<file path="src/rtl/ahb_master_arbiter_if.sv">
// Command/response link between ahb_master_arbiter (master modport) and the
// AHB_Lite_master transfer port (slave modport).
interface ahb_master_arbiter_if #(
  parameter int unsigned ADDR_WIDTH = 32,
  parameter int unsigned DATA_WIDTH = 32,
  parameter int unsigned ERR_WIDTH  = 2
);
  logic [ADDR_WIDTH-1:0] ADDR_t_h;
  logic                  RW_t_h;
  logic                  TRANSFER_t_h;
  logic [DATA_WIDTH-1:0] WDATA_t_h;
  logic                  timeout;
  logic                  DONE_h_t;
  logic [ERR_WIDTH-1:0]  FAIL_h_t;
  logic [DATA_WIDTH-1:0] RDATA_h_t;

  modport master (
    output ADDR_t_h, RW_t_h, TRANSFER_t_h, WDATA_t_h, timeout,
    input  DONE_h_t, FAIL_h_t, RDATA_h_t
  );

  modport slave (
    input  ADDR_t_h, RW_t_h, TRANSFER_t_h, WDATA_t_h, timeout,
    output DONE_h_t, FAIL_h_t, RDATA_h_t
  );
endinterface

</file>
<file path="src/rtl/ahb_master_arbiter.sv">
// Arbitrates NUM_REQ requesters onto one AHB_Lite_master port with a completion watchdog.
// Round-robin by default; define ARB_FIXED_PRIO_EN for fixed priority (lowest index wins).
module ahb_master_arbiter #(
  parameter int unsigned NUM_REQ     = 4,
  parameter int unsigned ADDR_WIDTH  = 32,
  parameter int unsigned DATA_WIDTH  = 32,
  parameter int unsigned ERR_WIDTH   = 2,
  parameter int unsigned TIMEOUT_CYC = 16
) (
  input  logic                          HCLK,
  input  logic                          HRESET,
  input  logic [NUM_REQ-1:0]            req_i,
  input  logic [NUM_REQ*ADDR_WIDTH-1:0] addr_i,
  input  logic [NUM_REQ-1:0]            rw_i,
  input  logic [NUM_REQ*DATA_WIDTH-1:0] wdata_i,
  output logic [NUM_REQ-1:0]            ack_o,
  output logic [DATA_WIDTH-1:0]         rdata_o,
  output logic [ERR_WIDTH-1:0]          fail_o,
  output logic                          busy_o,
  ahb_master_arbiter_if.master          ahb
);

  localparam int unsigned IDX_W = $clog2(NUM_REQ);
  localparam int unsigned CAND_W = IDX_W + 1;
  localparam int unsigned CNT_W = $clog2(2 * TIMEOUT_CYC);
  // Pulse is registered, so it is launched one count early to be visible at TIMEOUT_CYC-1.
  localparam logic [CNT_W-1:0] TO_PULSE = CNT_W'(TIMEOUT_CYC - 2);
  localparam logic [CNT_W-1:0] TO_ABORT = CNT_W'(2 * TIMEOUT_CYC - 1);
  localparam logic [IDX_W-1:0] LAST_IDX = IDX_W'(NUM_REQ - 1);

  typedef enum logic [1:0] {StIdle, StIssue, StWait, StResp} state_e;

  state_e            state;
  logic [IDX_W-1:0]  grant;
  logic [IDX_W-1:0]  winner;
  logic              found;
  logic [CNT_W-1:0]  cnt;

  logic [ADDR_WIDTH-1:0] addr_arr  [NUM_REQ];
  logic [DATA_WIDTH-1:0] wdata_arr [NUM_REQ];

  for (genvar i = 0; i < NUM_REQ; i++) begin : g_unpack
    assign addr_arr[i]  = addr_i[i*ADDR_WIDTH +: ADDR_WIDTH];
    assign wdata_arr[i] = wdata_i[i*DATA_WIDTH +: DATA_WIDTH];
  end

`ifdef ARB_FIXED_PRIO_EN
  always_comb begin
    found  = |req_i;
    winner = '0;
    for (int i = NUM_REQ - 1; i >= 0; i--) begin
      if (req_i[IDX_W'(i)]) winner = IDX_W'(i);
    end
  end
`else
  logic [IDX_W-1:0]  rr_ptr;
  logic [CAND_W-1:0] cand;

  // Scan from rr_ptr upward, wrapping past NUM_REQ-1 (NUM_REQ need not be a power of two).
  always_comb begin
    found  = 1'b0;
    winner = '0;
    cand   = '0;
    for (int k = 0; k < NUM_REQ; k++) begin
      cand = {1'b0, rr_ptr} + CAND_W'(k);
      if (cand >= CAND_W'(NUM_REQ)) cand = cand - CAND_W'(NUM_REQ);
      if (!found && req_i[cand[IDX_W-1:0]]) begin
        found  = 1'b1;
        winner = cand[IDX_W-1:0];
      end
    end
  end
`endif

  always_ff @(posedge HCLK) begin
    if (HRESET) begin
      state            <= StIdle;
      grant            <= '0;
      cnt              <= '0;
      ack_o            <= '0;
      rdata_o          <= '0;
      fail_o           <= '0;
      ahb.ADDR_t_h     <= '0;
      ahb.RW_t_h       <= 1'b0;
      ahb.TRANSFER_t_h <= 1'b0;
      ahb.WDATA_t_h    <= '0;
      ahb.timeout      <= 1'b0;
`ifndef ARB_FIXED_PRIO_EN
      rr_ptr           <= '0;
`endif
    end else begin
      ahb.TRANSFER_t_h <= 1'b0;
      ahb.timeout      <= 1'b0;
      ack_o            <= '0;
      rdata_o          <= '0;
      fail_o           <= '0;
      unique case (state)
        StIdle: begin
          if (found) begin
            grant         <= winner;
            ahb.ADDR_t_h  <= addr_arr[winner];
            ahb.RW_t_h    <= rw_i[winner];
            ahb.WDATA_t_h <= wdata_arr[winner];
            state         <= StIssue;
          end
        end
        StIssue: begin
          ahb.TRANSFER_t_h <= 1'b1;
          cnt              <= '0;
          state            <= StWait;
        end
        StWait: begin
          cnt <= cnt + 1'b1;
          // DONE has priority over both the watchdog pulse and the abort.
          if (ahb.DONE_h_t) begin
            ack_o   <= NUM_REQ'(1) << grant;
            rdata_o <= ahb.RDATA_h_t;
            fail_o  <= ahb.FAIL_h_t;
            state   <= StResp;
          end else if (cnt == TO_ABORT) begin
            ack_o  <= NUM_REQ'(1) << grant;
            fail_o <= '1;
            state  <= StResp;
          end else if (cnt == TO_PULSE) begin
            ahb.timeout <= 1'b1;
          end
        end
        StResp: begin
`ifndef ARB_FIXED_PRIO_EN
          rr_ptr <= (grant == LAST_IDX) ? '0 : grant + 1'b1;
`endif
          state  <= StIdle;
        end
        default: state <= StIdle;
      endcase
    end
  end

  assign busy_o = (state != StIdle);

endmodule
</file>
<file path="src/flat_wrapper.sv">
// flat-port wrapper written by rule: the top's interface ports become plain ports
module ahb_master_arbiter_flat 
#(
  parameter int unsigned NUM_REQ     = 4,
  parameter int unsigned ADDR_WIDTH  = 32,
  parameter int unsigned DATA_WIDTH  = 32,
  parameter int unsigned ERR_WIDTH   = 2,
  parameter int unsigned TIMEOUT_CYC = 16
)
  (HCLK, HRESET, req_i, addr_i, rw_i, wdata_i, ack_o, rdata_o, fail_o, busy_o, ahb_ADDR_t_h, ahb_RW_t_h, ahb_TRANSFER_t_h, ahb_WDATA_t_h, ahb_timeout, ahb_DONE_h_t, ahb_FAIL_h_t, ahb_RDATA_h_t);
  ahb_master_arbiter_if #(.ADDR_WIDTH(ADDR_WIDTH), .DATA_WIDTH(DATA_WIDTH), .ERR_WIDTH(ERR_WIDTH)) ahb_i ();
  input  logic HCLK;
  input  logic HRESET;
  input  logic [NUM_REQ-1:0] req_i;
  input  logic [NUM_REQ*ADDR_WIDTH-1:0] addr_i;
  input  logic [NUM_REQ-1:0] rw_i;
  input  logic [NUM_REQ*DATA_WIDTH-1:0] wdata_i;
  output logic [NUM_REQ-1:0] ack_o;
  output logic [DATA_WIDTH-1:0] rdata_o;
  output logic [ERR_WIDTH-1:0] fail_o;
  output logic busy_o;
  output wire logic [$bits(ahb_i.ADDR_t_h)-1:0] ahb_ADDR_t_h;
  output wire logic [$bits(ahb_i.RW_t_h)-1:0] ahb_RW_t_h;
  output wire logic [$bits(ahb_i.TRANSFER_t_h)-1:0] ahb_TRANSFER_t_h;
  output wire logic [$bits(ahb_i.WDATA_t_h)-1:0] ahb_WDATA_t_h;
  output wire logic [$bits(ahb_i.timeout)-1:0] ahb_timeout;
  input wire logic [$bits(ahb_i.DONE_h_t)-1:0] ahb_DONE_h_t;
  input wire logic [$bits(ahb_i.FAIL_h_t)-1:0] ahb_FAIL_h_t;
  input wire logic [$bits(ahb_i.RDATA_h_t)-1:0] ahb_RDATA_h_t;
  assign ahb_ADDR_t_h = ahb_i.ADDR_t_h;
  assign ahb_RW_t_h = ahb_i.RW_t_h;
  assign ahb_TRANSFER_t_h = ahb_i.TRANSFER_t_h;
  assign ahb_WDATA_t_h = ahb_i.WDATA_t_h;
  assign ahb_timeout = ahb_i.timeout;
  assign ahb_i.DONE_h_t = ahb_DONE_h_t;
  assign ahb_i.FAIL_h_t = ahb_FAIL_h_t;
  assign ahb_i.RDATA_h_t = ahb_RDATA_h_t;
  ahb_master_arbiter #(.NUM_REQ(NUM_REQ), .ADDR_WIDTH(ADDR_WIDTH), .DATA_WIDTH(DATA_WIDTH), .ERR_WIDTH(ERR_WIDTH), .TIMEOUT_CYC(TIMEOUT_CYC)) u_core (.HCLK(HCLK), .HRESET(HRESET), .req_i(req_i), .addr_i(addr_i), .rw_i(rw_i), .wdata_i(wdata_i), .ack_o(ack_o), .rdata_o(rdata_o), .fail_o(fail_o), .busy_o(busy_o), .ahb(ahb_i));
endmodule
</file>
<file path="config.mk">
export PLATFORM = sky130hd
export DESIGN_NAME = ahb_master_arbiter_flat
export DESIGN_NICKNAME = d
export VERILOG_FILES = /design/src/rtl/ahb_master_arbiter_if.sv /design/src/rtl/ahb_master_arbiter.sv /design/src/flat_wrapper.sv
export SDC_FILE = /design/constraint.sdc
export NUM_CORES = 1
export LEC_CHECK = 0
export BUFFER_PORTS_ARGS = -buffer_cell sky130_fd_sc_hd__buf_2
export CAP_MARGIN = 20
export CORE_AREA = 2 2 158 160
export CTS_BUF_LIST = sky130_fd_sc_hd__clkbuf_16
export CTS_CLUSTER_SIZE = 16
export DETAILED_ROUTE_END_ITERATION = 8
export DIE_AREA = 0 0 160 162
export SLEW_MARGIN = 20
export SYNTH_ARGS = -nofsm -noshare
export SYNTH_HDL_FRONTEND = slang
export SYNTH_SLANG_ARGS = --single-unit
</file>
<file path="constraint.sdc">
create_clock -name HCLK -period 4.85 [get_ports HCLK]
set_clock_uncertainty 0.05 [all_clocks]
set_input_delay 0 -clock HCLK [delete_from_list [all_inputs] [get_ports HCLK]]
set_output_delay 0 -clock HCLK [all_outputs]
set_load 0.01 [all_outputs]
</file>
After elaboration in Yosys (flattened, before gate mapping) --
Index checks and enable logic that the tools add are counted.
Operators by class: shifts and indexed selects 1, multiply operators 0, magnitude comparators 10, $add $sub $neg 9, reductions and logical operators 14, bitwise operators 3, div/mod/pow operators 0, eq/ne operators 8, muxes and demuxes 40
Operator list (number):
- binary-select mux 32 bit (select 2 bit) | 2
- 2-to-1 mux 32 bit | 4
- 2-to-1 mux 2 bit | 14
- < comparator 2 x 3 -> 1 bit, second input constant | 5
- >= comparator 3 bit, second input constant | 4
- 2-to-1 mux 1 bit | 11
- binary-select mux 1 bit (select 2 bit) | 5
- case mux 5 bit (2 select lines) | 1
- 2-to-1 mux 4 bit | 2
- case mux 2 bit (4 select lines) | 1
- subtractor 2 x 1 -> 2 bit, second input constant | 4
- adder 2 x 2 -> 3 bit, second input constant | 2
- equality test 2 bit, second input constant | 3
- adder 5 x 1 -> 5 bit, second input constant | 1
- equality test 5 x 4 -> 1 bit, second input constant | 1
- equality test 5 bit, second input constant | 1
- AND reduction 2 bit | 2
- nonzero test 2 bit | 2
- OR reduction 4 bit | 1
- left shift 1 x 2 -> 4 bit, first input constant | 1
- adder 2 x 1 -> 3 bit, second input constant | 1
- >= comparator 2 x 3 -> 1 bit, second input constant | 1
- logical AND 1 bit | 3
- logical NOT 1 bit | 3
- other kinds (9) | 10
Storage, ports and cells: memory bits (writable) 0, output and inout bits 106, input bits 301, ROM bits 0, memories kept 0, flip-flop bits (word level) 116, word-level logic and storage cells 97, latch bits 0

Longest topological paths before layout --
depth after elaboration 18, depth in mapped cells 9

Worst setup path before layout --
No wires, ideal clock.
path type reg-to-reg, start point register u_core.rr_ptr[1], end point register u_core.ahb.ADDR_t_h[0], period minus slack after synthesis 1.722 ns, stages on the path, launching flop included 9, setup time 0.129 ns, buffers on the path 3, setup slack 3.128 ns, arrival time 1.543 ns, cell sequence dfxtp_1 o21bai_1 a221o_1 and2_1 clkbuf_1 buf_4 buf_6 mux2i_1 o211ai_1
Between the ends: longest elaborated chain between the ends 18
Ends and longest elaborated chain:
- start, declared | RTL line ahb_master_arbiter.sv:56 | logic [IDX_W-1:0] rr_ptr;
- start signal, assigned | RTL line ahb_master_arbiter.sv:130 | rr_ptr <= (grant == LAST_IDX) ? '0 : grant + 1'b1;
- branches (longest 18 deep; another with adder 2 x 1 -> 3 bit)
- end signal, assigned | RTL line ahb_master_arbiter.sv:101 | ahb.ADDR_t_h <= addr_arr[winner];
- end, declared | RTL line ahb_master_arbiter_if.sv:18 | output ADDR_t_h, RW_t_h, TRANSFER_t_h, WDATA_t_h, timeout,
Parallel ways; which one is timed is not known. The select of a mux whose other input is x is not followed. A chain may end at the register's enable or synchronous reset.

Worst setup path in the final report --
Same ends and word-level chain as after synthesis.

==> results by group <==
Route
  – DRC: 0
  – Total number of vias: 7538
  – Drt first pass iters: 4
  – Vias per inst: approximately 4.6
  – WL/cell: ~16 um
  – DR iter-0 viols: 460
  – Antenna Violating Nets Remaining: 0
  – Final wirelength: between 20000 and 30000 um

STA
  – Final hold vios: 0
  – RSZ-0062 raised after global routing: false
  – Final setup violation count: 0
  – Setup TNS: 0 ns
  – Worst slew pin tran: between 1 and 1.5 ns
  – Fin Hold WS: 0.0148 ns
  – Period utilisation layout: 0.832
  – Final Worst Setup Slack: 0.815 ns
  – Final Critical Period: a little over 4 ns
  – Final Max Tran Viols: 0
  – Maximum clock frequency: between 0.2 and 0.25 GHz
  – Max-slew headroom: 0.320

Floorplanning
  – Core footprint: between 0.02 and 0.025 mm^2
  – Chip Height: roughly 160 um
  – Die Width: between 150 and 200 um
  – Die outline area: between 0.02 and 0.03 mm^2
  – Initial Util: 0.248
  – # rows: 57
  – Io pins: 407

Final layout
  – Fraction of layout cells with a size suffix above 1: 0.346
  – Layout fillers: between 2000 and 2500
  – Commonest non-fill, non-tap cell in the layout: buf_2
  – Synth-to-Final Area Change: 86.3%
  – Multi-input gate area: between 0.003 and 0.004 mm^2
  – Nets: 1602
  – Sequential cell area: between 0.002 and 0.0025 mm^2
  – Commonest cells after routing, fill and taps aside: 406 x buf_2, 230 x dlygate4sd3_1, 116 x dfxtp_1, 72 x nand2_1, 67 x mux2i_1

Place
  – Port-buffer cells: 406
  – Place WS: ~2.0 ns
  – Post-DP HPWL: 17000 um
  – Final Wtd Congestion: roughly 0.8

Power
  – Worst vdd ir: 182 uV
  – Switching portion of total power: 0.330
  – Clock Power Share: 0.315
  – Internal power: ~2.8 mW
  – Seq pwr share: 0.307
  – Power Density: 376 mW/mm^2
  – LEAKAGE: approximately 5.6 nW
  – Switch Pwr: 1.38 mW
  – Combinational power share: 0.378

Worst setup path
  – CP endpoint kind: flip-flop
  – Critical R2R Capture: u_core.ahb.ADDR_t_h[0]$_SDFFE_PP0P_
  – WP data required: 5.09 ns
  – R2R cell count: 8
  – Top delay family on crit path: buffers and inverters
  – Cell repeated most along the worst path: dlygate4sd3_1
  – CP max FO: 54
  – CP max stage cell: and2_4
  – Cell breakdown of the critical path: o21bai_1, a221o_4, and2_4, buf_4, mux2i_1, dlygate4sd3_1, o211ai_1, dlygate4sd3_1
  – Arrival time at the worst endpoint: between 4 and 5 ns
  – CP startpoint kind: flip-flop
  – Critical path class: reg2reg
  – Max incr delay on CP: ~0.86 ns
  – Worst Path Buf+Inv: 3
  – R2R setup slack: ~0.8 ns
  – Critical register-to-register path startpoint: u_core.rr_ptr[1]$_SDFFE_PP0N_

Min path
  – WHS Endpoint: u_core.ahb.ADDR_t_h[24]$_SDFFE_PP0P_
  – Hold Startpoint: addr_i[88]
  – WHS Path Cells: 4
  – Min-Delay Path Class: in2reg

Synth
  – Synth warnings: 0
  – Top FF cell, synth: dfxtp_1
  – Sequential area share after synthesis: 0.388
  – Yosys top cell area share: 0.388
  – Asr flop ratio synth: 0
  – Syn Std Cell Area: between 0.005 and 0.006 mm^2
  – Syn Nets: approximately 1000
  – Flop and latch count out of synthesis: approximately 120
  – Syn Area/Cell: roughly 8.7 um^2
  – Synth Instances: roughly 700
  – Synth area leader: dfxtp_1
  – Ranking of synthesized cells by area: dfxtp_1 39%, mux2i_1 11%, a21boi_0 8.2%
  – Cell variety after synth: 33
  – Post-synth EDFFs: 0

Clock tree
  – Number of H-tree levels: 4
  – Clock Tree Root: clkbuf_16
  – Max Buffers Root-to-Sink: 2
  – # hold bufs at CTS: 230
  – Clock slew seen by the registers of the worst setup and hold paths: about 0.060 ns
  – CTS Buf Count: 17
  – CTS tree: built
  – Worst-Skew Late Latency: 0.41 ns
  – CTS Sinks: 116
  – Setup repair bufs after CTS: 0
  – Post-CTS Resized: 0

Job
  – Max_cap viols: 0

Global route
  – GRT Overall Usage: 0.200
  – Antenna violations before repair: 1
  – First-pass GRT wire length: ~41000 um
  – GRT overflow: 0
  – Number of global-route vias before repair: ~7900
  – Largest net degree at the start of global routing: 79

Status
  – Status: finished, final reports clean
-- worst max-delay path by stage --
stage	end	cells after the start	from	slack, ns
global route	u_core.ahb.ADDR_t_h[0]$_SDFFE_PP0P_	8	u_core.rr_ptr[1]$_SDFFE_PP0N_	0.64
global placement	u_core.ahb.ADDR_t_h[22]$_SDFFE_PP0P_	6	u_core.rr_ptr[1]$_SDFFE_PP0N_	2.04
detailed placement	u_core.ahb.WDATA_t_h[23]$_SDFFE_PP0P_	6	u_core.rr_ptr[1]$_SDFFE_PP0N_	1.98
floorplan	u_core.ahb.ADDR_t_h[0]$_SDFFE_PP0P_	8	u_core.rr_ptr[1]$_SDFFE_PP0N_	3.13
finish	u_core.ahb.ADDR_t_h[0]$_SDFFE_PP0P_	8	u_core.rr_ptr[1]$_SDFFE_PP0N_	0.81
CTS	u_core.ahb.WDATA_t_h[29]$_SDFFE_PP0P_	8	u_core.rr_ptr[1]$_SDFFE_PP0N_	0.88
-- stage by stage --
step           cells  utilization  total power, mW  instance area, um^2
2_1_floorplan    690            -             1.96                 5980
3_5_place_dp    1364        0.341             2.47                 8230
6_report        1628        0.462             4.19                11100
3_3_place_gp    1364        0.341             2.46                 8230
4_1_cts         1626        0.462             4.19                11100
5_1_grt         1627        0.462             4.41                11100
-- power by group through the flow --
stage | Clock (mW) | Sequential, mW | Combinational, mW
floorplan | 0 | 1.38 | 0.573
global placement | 0 | 1.30 | 1.16
detailed placement | 0 | 1.30 | 1.17
CTS | 1.35 | 1.28 | 1.56
global route | 1.38 | 1.31 | 1.72
finish | 1.32 | 1.29 | 1.58
-- per-layer routing --
metal | global-route usage | vias to the layer above | wire, um
met4 | 0.0999 | 0 | 1110
met2 | 0.363 | 310 | 13300
met3 | 0.0439 | 62 | 1730
li1 | - | 3660 | -
met5 | 0 | - | 0
met1 | 0.222 | 3506 | 10400
-- cell families after synthesis --
kind of cell,synth area share
simple gates,0.178
buf+inv,0.0546
flops,0.388
mux,0.112
compound gates,0.242
fa+ha+maj,0.0251
-- cells in the mapped netlist (3+ instances only) --
master	n
dfxtp_1	116
nand2_1	72
mux2i_1	67
and3_1	66
a21boi_0	65
o211ai_1	65
o21ai_0	44
clkbuf_1	38
and2_1	37
o21ai_1	24
buf_2	15
nor2_1	15
ha_1	12
a21oi_1	10
inv_1	10
buf_1	4
buf_6	4
nand2b_1	3
nand3_1	3
-- sequential cells by signal (all words and copies together) (netlist names) --
register and cells:
u_core.ahb.RW_t_h 1, u_core.ahb.timeout 1, u_core.ack_o 4, u_core.ahb.WDATA_t_h 32, u_core.rr_ptr 2, u_core.rdata_o 32, u_core.grant 2, u_core.fail_o 2
u_core.ahb.TRANSFER_t_h 1, u_core.cnt 5, u_core.state 2, u_core.ahb.ADDR_t_h 32
-- tightest hold or removal path, stage by stage --
cell	delay [ns]
buf_2	0.07
and3_1	0.14
o21ai_1	0.12
o211ai_1	0.10
-- cell type report --
| class | count | share of cell area |
|---|---|---|
| sequential | 116 | 0.208 |
| tap | 324 | 0.0364 |
| timing repair buffer | 642 | 0.393 |
| clock buffer | 17 | 0.0382 |
| inverter | 11 | 0.00370 |
| multi-input combinational | 501 | 0.304 |
| antenna | 2 | 0.000449 |
| clock inverter | 15 | 0.0162 |
Power figures use the tool's default switching activity.
